[config.mk]
export PLATFORM = sky130hd
export DESIGN_NAME = temp_decoder
export DESIGN_NICKNAME = d
export VERILOG_FILES = /design/src/rtl/temp_pkg.sv /design/src/rtl/bcd_add3_step.sv /design/src/rtl/temp_decoder.sv
export SDC_FILE = /design/constraint.sdc
export NUM_CORES = 1
export LEC_CHECK = 0
export CELL_PAD_IN_SITES_DETAIL_PLACEMENT = 0
export CELL_PAD_IN_SITES_GLOBAL_PLACEMENT = 2
export CORE_MARGIN = 2
export CORE_UTILIZATION = 36
export CTS_BUF_LIST = sky130_fd_sc_hd__clkbuf_16
export DETAILED_ROUTE_END_ITERATION = 6
export PLACE_DENSITY_LB_ADDON = 0.1
export RECOVER_POWER = 100
export REMOVE_ABC_BUFFERS = 1
export SETUP_SLACK_MARGIN = 0.02
export SYNTH_ARGS = -nofsm -noshare
export SYNTH_HDL_FRONTEND = slang
export SYNTH_SLANG_ARGS = --single-unit
[constraint.sdc]
create_clock -name clk -period 3.1 [get_ports clk]
set_input_delay 0.31 -clock clk [delete_from_list [all_inputs] [get_ports clk]]
set_output_delay 0.31 -clock clk [all_outputs]
set_load 0.05 [all_outputs]
[src/rtl/temp_pkg.sv]
// Shared types and constants for the temperature decoder.
package temp_pkg;

  typedef enum logic [1:0] {
    IDLE = 2'd0,
    CALC = 2'd1,
    CONV = 2'd2,
    DONE = 2'd3
  } state_t;

  // Default accepted range: -55.0 C .. +125.0 C in 1/16 C units
  localparam logic [15:0] MIN_RAW_DEFAULT = 16'hFC90;
  localparam logic [15:0] MAX_RAW_DEFAULT = 16'h07D0;

  localparam int unsigned BCD_W    = 4;
  localparam int unsigned BCD_DIGS = 3;
  localparam int unsigned INT_W    = 8;

endpackage

[src/rtl/bcd_add3_step.sv]
// One shift-add-3 (double dabble) iteration on a 3-digit BCD accumulator
// and an 8-bit binary shift register.
module bcd_add3_step
  import temp_pkg::*;
(
  input  logic [BCD_DIGS*BCD_W-1:0] bcd_in,
  input  logic [INT_W-1:0]          sr_in,
  output logic [BCD_DIGS*BCD_W-1:0] bcd_out,
  output logic [INT_W-1:0]          sr_out
);

  logic [BCD_DIGS*BCD_W-1:0] bcd_adj;

  // Correct each digit >= 5 by adding 3, then shift the whole chain left
  always_comb begin
    bcd_adj = bcd_in;
    for (int unsigned d = 0; d < BCD_DIGS; d++) begin
      if (bcd_in[d*BCD_W +: BCD_W] >= 4'd5)
        bcd_adj[d*BCD_W +: BCD_W] = bcd_in[d*BCD_W +: BCD_W] + 4'd3;
    end
    {bcd_out, sr_out} = {bcd_adj[BCD_DIGS*BCD_W-2:0], sr_in, 1'b0};
  end

endmodule

[src/rtl/temp_decoder.sv]
// Converts a 1-wire temperature scratchpad word into sign, three BCD
// integer digits and one tenths digit, with a range-error flag.
// Fixed latency of 9 clocks from the accepting edge to out_valid.
module temp_decoder
  import temp_pkg::*;
#(
  parameter logic [15:0] MIN_RAW = MIN_RAW_DEFAULT,
  parameter logic [15:0] MAX_RAW = MAX_RAW_DEFAULT
) (
  input  logic        clk,
  input  logic        reset,
  input  logic [15:0] raw,
  input  logic        raw_valid,
  input  logic        out_ready,
  output logic        out_valid,
  output logic        out_sign,
  output logic [3:0]  out_hund,
  output logic [3:0]  out_tens,
  output logic [3:0]  out_ones,
  output logic [3:0]  out_tenth,
  output logic        out_err,
  output logic        busy,
  output logic        overrun
);

  state_t state, state_next;

  logic [15:0]               raw_q;
  logic                      sign_q;
  logic                      err_q;
  logic [3:0]                tenth_q;
  logic [INT_W-1:0]          sr_q;
  logic [BCD_DIGS*BCD_W-1:0] bcd_q;
  logic [2:0]                iter_q;

  logic                      accept;
  logic                      drop;
  logic                      last_iter;

  logic [15:0]               abs_c;
  logic                      err_c;
  logic [INT_W-1:0]          int_c;
  logic [7:0]                frac10_c;
  logic [3:0]                tenth_c;

  logic [BCD_DIGS*BCD_W-1:0] bcd_n;
  logic [INT_W-1:0]          sr_n;

  assign accept    = raw_valid && ((state == IDLE) || (state == DONE && out_ready));
  assign drop      = raw_valid && ((state == CALC) || (state == CONV) ||
                                   (state == DONE && !out_ready));
  assign last_iter = (state == CONV) && (iter_q == 3'd7);

  // Magnitude, range check and fractional digit of the latched reading
  always_comb begin
    abs_c    = raw_q[15] ? (~raw_q + 16'd1) : raw_q;
    err_c    = ($signed(raw_q) < $signed(MIN_RAW)) || ($signed(raw_q) > $signed(MAX_RAW));
    int_c    = abs_c[11:4];
    frac10_c = {1'b0, abs_c[3:0], 3'b000} + {3'b000, abs_c[3:0], 1'b0};
    tenth_c  = frac10_c[7:4];
  end

  bcd_add3_step u_step (
    .bcd_in  (bcd_q),
    .sr_in   (sr_q),
    .bcd_out (bcd_n),
    .sr_out  (sr_n)
  );

  // State register
  always_ff @(posedge clk or posedge reset) begin
    if (reset) state <= IDLE;
    else       state <= state_next;
  end

  // Next-state logic
  always_comb begin
    state_next = state;
    case (state)
      IDLE:    if (raw_valid) state_next = CALC;
      CALC:    state_next = CONV;
      CONV:    if (iter_q == 3'd7) state_next = DONE;
      DONE:    if (out_ready) state_next = raw_valid ? CALC : IDLE;
      default: state_next = IDLE;
    endcase
  end

  // Status outputs decoded from the state
  always_comb begin
    out_valid = (state == DONE);
    busy      = (state != IDLE);
  end

  // Conversion datapath: latch, prepare, then iterate the BCD step
  always_ff @(posedge clk or posedge reset) begin
    if (reset) begin
      raw_q   <= '0;
      sign_q  <= 1'b0;
      err_q   <= 1'b0;
      tenth_q <= '0;
      sr_q    <= '0;
      bcd_q   <= '0;
      iter_q  <= '0;
    end else begin
      if (accept) raw_q <= raw;
      if (state == CALC) begin
        // Out-of-range readings convert a zero value so the digits come out 0
        err_q   <= err_c;
        sr_q    <= err_c ? '0 : int_c;
        tenth_q <= err_c ? '0 : tenth_c;
        sign_q  <= !err_c && raw_q[15] && ((int_c != '0) || (tenth_c != '0));
        bcd_q   <= '0;
        iter_q  <= '0;
      end else if (state == CONV) begin
        bcd_q  <= bcd_n;
        sr_q   <= sr_n;
        iter_q <= iter_q + 3'd1;
      end
    end
  end

  // Result fields load only on the edge that enters DONE
  always_ff @(posedge clk or posedge reset) begin
    if (reset) begin
      out_sign  <= 1'b0;
      out_err   <= 1'b0;
      out_hund  <= '0;
      out_tens  <= '0;
      out_ones  <= '0;
      out_tenth <= '0;
    end else if (last_iter) begin
      out_sign  <= sign_q;
      out_err   <= err_q;
      out_hund  <= bcd_n[11:8];
      out_tens  <= bcd_n[7:4];
      out_ones  <= bcd_n[3:0];
      out_tenth <= tenth_q;
    end
  end

  // One-cycle pulse for each dropped raw_valid
  always_ff @(posedge clk or posedge reset) begin
    if (reset) overrun <= 1'b0;
    else       overrun <= drop;
  end

endmodule

; ---- After elaboration in Yosys (flattened, before gate mapping)
; Cells that the tools add are included.
[totals]
reg_bits = 66
inputBits = 20
elab_cells = 71
[classes]
addsub = 6
order_cmp = 5
n_eq_ne = 7
mux = 17
bitwise_logic = 1
n_reduce_logical = 20
[ops]
columns = op, n
row1 = $mux W12, 3
row2 = $mux W8, 3
row3 = $gt A16 B12 Y1 const B, 1
row4 = $lt A16 B11 Y1 const B, 1
row5 = $add A12 B1 Y12 const B, 1
row6 = $ge A4 B3 Y1 const B, 3
row7 = $mux W4, 3
row8 = $not A12 Y12, 1
row9 = $mux W3, 3
row10 = $add A4 B2 Y4 const B, 2
row11 = $add A7 B5 Y8, 1
row12 = $pmux W2 S4, 1
row13 = $reduce_bool A8 Y1, 1
row14 = $logic_and A1 B1 Y1, 7
row15 = $mux W2, 3
row16 = $logic_or A1 B1 Y1, 5
row17 = $eq A2 B2 Y1 const B, 2
row18 = $ne A2 B2 Y1 const B, 2
row19 = $reduce_bool A2 Y1, 2
row20 = $reduce_bool A4 Y1, 1
row21 = $add A3 B1 Y3 const B, 1
row22 = $add A3 B2 Y3 const B, 1
row23 = $eq A3 B3 Y1 const B, 1
row24 = $reduce_and A3 Y1, 1
row25 = other kinds (5), 6

; ---- Depth between registers and ports, before layout
[logic_depth]
word_depth = 7
mapped_depth = 10
depth_no_buf = 10

; ---- By module
; A second synthesis with hierarchy kept.
[hier_totals]
cells_unflattened = 356
area_unflattened_um2 = 3618.5
[modules_own_cells]
columns = module, instances, cells_each, area_per_inst_um2
row1 = temp_decoder, 1, 302, 3263.1
row2 = bcd_add3_step, 1, 54, 355.3

; ---- Least setup slack after synthesis
; Ideal clock, no wire load.
[synth_path]
path_kind = reg-to-reg
start = register raw_q[0]
end = register sign_q
arrival_ps = 2029
required_ps = 2962
slack_ps = 933
stages_incl_launch_ff = 11
period_less_slack_ps = 2167
path_cell_list = dfrtp_1 inv_1 ha_1 nand2b_1 xnor2_1 nand2_1 fa_1 inv_1 nand3_1 a2111oi_2 a31oi_1
[synth_between]
elab_chain_len = 7
elab_cells_between_ends = 13
cone_classes = add/sub (2) / order compare (2) / mux (1) / bitwise (1) / reduce/logical (7)
[synth_rtl]
columns = item, line
row1 = start: declaration, temp_decoder.sv:28  ; logic [15:0] raw_q;
row2 = start signal: assignment, temp_decoder.sv:105  ; if (accept) raw_q <= raw;
row3 = $not A12 Y12, temp_decoder.sv:56  ; abs_c = raw_q[15] ? (~raw_q + 16'd1) : raw_q;
row4 = $add A12 B1 Y12, temp_decoder.sv:56
row5 = $mux W12, temp_decoder.sv:56
row6 = $add A7 B5 Y8, temp_decoder.sv:59  ; frac10_c = {1'b0, abs_c[3:0], 3'b000} + {3'b000, abs_c[3:0], 1'b0};
row7 = $reduce_bool A4 Y1, temp_decoder.sv:111  ; sign_q <= !err_c && raw_q[15] && ((int_c != '0) || (tenth_c != '0));
row8 = $logic_or A1 B1 Y1, temp_decoder.sv:111
row9 = $logic_and A1 B1 Y1 (*), temp_decoder.sv:111
row10 = end signal: assignment, temp_decoder.sv:111
row11 = end: declaration, temp_decoder.sv:29  ; logic sign_q;
; Every way passes the cells marked *; elsewhere a longest branch is shown, timed or not.
; A chain may end at the register's enable or synchronous reset.

; ---- Worst setup path after layout
; Same ends and word-level chain as after synthesis.

==> impl_metrics.tcl <==
set metrics [dict create \
    clock_sinks 66 \
    track_usage 0.1526 \
    grt_overflow_total 0 \
    cts_buffers 9 \
    ys_seq_area_frac 0.4798 \
    grt_pass1_wl_um 12300 \
    postCtsHoldBufs 0 \
    place.gp.congestion 0.7526 \
    io_pins 41 \
    r2r_start "raw_q[0]$_DFFE_PP0P_" \
    hpwl_um 4947 \
    synth_seq_cells 66 \
    dr.pass1.iters 4 \
    post_cts_buffers 0 \
    synthCells 344 \
    detail-route-antenna-nets 0 \
    final_hold_viol_count 0 \
    top_layer_used "met4" \
    grt_pass1_vias 2587 \
    clock_latency_ps 330 \
    root_buffer "clkbuf_16" \
    critPathMaxFanout 6 \
    met1Wirelength_um 3337 \
    slew_headroom 0.2449 \
    sw_frac_of_total 0.4100 \
    status "complete, no violations" \
    slew_viol_final 0 \
    area_growth_pct 23.92 \
    io_buffers 40 \
    core_um2 9240 \
    layout_min_cycle_time_ps 2404 \
    vias 2522 \
    clock_path_buffers 2 \
    pwr-share-seq 0.311 \
    rsz0062_at_grt "no" \
    rows 35 \
    chipHeight_um 101.8 \
    intPower_w 0.002808 \
    antenna_found_initial 0 \
    drcViolationCount 0 \
    power_leakage_nw 1.851 \
    peakVddDrop_mv 0.4078 \
    worst-setup-path-type "reg2reg" \
    fin_skew_ps 3.506 \
    critPathArrivalTime_ps 2590 \
    cp-startpoint "raw_q[0]$_DFFE_PP0P_" \
    worst_pin_slew_ps 1133 \
    synth_cell_types 44 \
    endpoint_kind "flip-flop" \
    min-delay-start "out_tens[3]$_DFFE_PP0P_" \
    start_util 0.3725 \
    met3_length_um 201 \
    antenna_cells 0 \
    dieArea_um2 10360 \
    start_kind "flip-flop" \
    grt_max_degree 27 \
    p_sw_w 0.001951 \
    drt_iter0_drc 74 \
    mostFrequentLayoutCell "dfrtp_1" \
    cts.repair.resized 0 \
    required_ps 3290 \
    r2r_slack_ps 700 \
    synth_warnings 0 \
    setup_viol 0 \
    tns_ps 0 \
    synthFlopType "dfrtp_1" \
    die_w_um 101.8 \
    hp-class "reg2reg" \
    synth_edf_count 0 \
    period_share 0.7753 \
    cap_violations 0 \
    combPwrFrac 0.465 \
    tritoncts "yes" \
    wl_met2_um 3254 \
    synth_area_um2 3442 \
    drt_wl_total_um 6914 \
    wl_per_cell_um 13.37 \
    path_clk_slew_ps 50 \
    cellPowerDensity_nw_per_um2 1116 \
    syn_area_per_cell_um2 10.01 \
    layout-drive-gt1-share 0.1160 \
    final_cell_mix "dfrtp_1 (66), nand2_1 (34), o21ai_0 (32)" \
    vias_per_cell 4.878 \
    async_flop_share 1.000 \
    final_nets 419 \
    max_freq_mhz 416.0 \
    cts_htree_levels 3 \
    utilization 0.4616 \
    p_clk_frac 0.224 \
]
layout make-up:
class / instances / area, um2
clock inverter: 7 / 85.08
fill: 943 / 4975
inverter: 30 / 112.6
sequential: 66 / 1652
tap: 129 / 161.4
multi-input combinational: 227 / 1580
timing repair buffer: 49 / 449.2
clock buffer: 9 / 225.2
worst max-delay path: stages (launching register included):
cell	delay [ps]
dfrtp_1	410
inv_1	60
ha_1	180
nand2b_1	180
xnor2_1	220
nand2_1	110
fa_1	420
inv_1	90
nand3_1	80
a2111oi_0	400
a31oi_1	130
state kept, by name, indices dropped and copies added (netlist names):
| name | cells |
|---|---|
| bcd_q | 12 |
| err_q | 1 |
| iter_q | 3 |
| out_err | 1 |
| out_hund | 4 |
| out_ones | 4 |
| out_sign | 1 |
| out_tens | 4 |
| out_tenth | 4 |
| overrun | 1 |
| raw_q | 16 |
| sign_q | 1 |
| sr_q | 8 |
| state | 2 |
| tenth_q | 4 |
routing by layer:
layer,GRT usage,up-vias
met5,0,-
met4,0.07173,0
met3,0.02968,10
met2,0.2465,34
met1,0.1971,1194
li1,-,1284
power groups by stage:
| stage | clock network, W | registers [W] | logic, W |
|---|---|---|---|
| after CTS | 0.00110 | 0.00149 | 0.00231 |
| after detailed placement | 0 | 0.00150 | 0.00230 |
| after global placement | 0 | 0.00150 | 0.00229 |
| after global routing | 0.00114 | 0.00154 | 0.00253 |
| after floorplan | 0 | 0.00160 | 0.00156 |
| final | 0.00106 | 0.00148 | 0.00221 |
cells in the mapped netlist, types with 4 or more instances:
| cell | number | area (um2) |
|---|---|---|
| mux2_2 | 24 | 270.3 |
| nand2_1 | 34 | 127.6 |
| nor3_1 | 8 | 40.04 |
| a21oi_1 | 11 | 55.05 |
| nand2b_1 | 11 | 68.82 |
| nor2b_1 | 4 | 25.02 |
| nand3_1 | 4 | 20.02 |
| o22ai_1 | 16 | 100.1 |
| buf_2 | 4 | 20.02 |
| xnor2_1 | 12 | 105.1 |
| a31oi_1 | 11 | 68.82 |
| ha_1 | 15 | 187.7 |
| dfrtp_1 | 66 | 1652 |
| nor2_1 | 9 | 33.78 |
| o21ai_0 | 32 | 160.2 |
| inv_1 | 30 | 112.6 |
| clkbuf_1 | 15 | 56.30 |
path summary, 6_finish.rpt:
| check | endpoint | cells after the start |
|---|---|---|
| worst min-delay path | out_tens[3]$_DFFE_PP0P_ | 2 |
| max in group asynchronous | bcd_q[2]$_DFFE_PP0N_ | 3 |
| min in group asynchronous | out_hund[1]$_DFFE_PP0P_ | 2 |
| worst min register to register | out_tens[3]$_DFFE_PP0P_ | 2 |
| worst max register to register | sign_q$_DFFE_PP0P_ | 10 |
| worst max-delay path | sign_q$_DFFE_PP0P_ | 10 |
through the flow:
stage	cell area [um2]	hold slack (ps)	setup slack [ps]	total power, W	instances
floorplan	3351	432.1	898.8	0.003161	323
global placement	3980	461.8	768.9	0.003787	501
detailed placement	3980	468.6	747.0	0.003803	501
CTS	4290	329.0	721.6	0.004901	517
global route	4265	494.8	445.1	0.005204	517
finish	4265	467.4	696.4	0.004759	517
cell families after synthesis:
| kind of cell | Yosys count | share of synthesized area |
|---|---|---|
| adders and majority gates | 16 | 0.06034 |
| DFF | 66 | 0.4798 |
| and+or+nand+nor | 87 | 0.1283 |
| xor gates and xnor gates | 14 | 0.03562 |
| buffers and inverters | 51 | 0.05925 |
| muxes | 25 | 0.08143 |
| AOI/OAI and AO/OA | 85 | 0.1552 |
No activity file was read; power rests on OpenSTA's default activity.
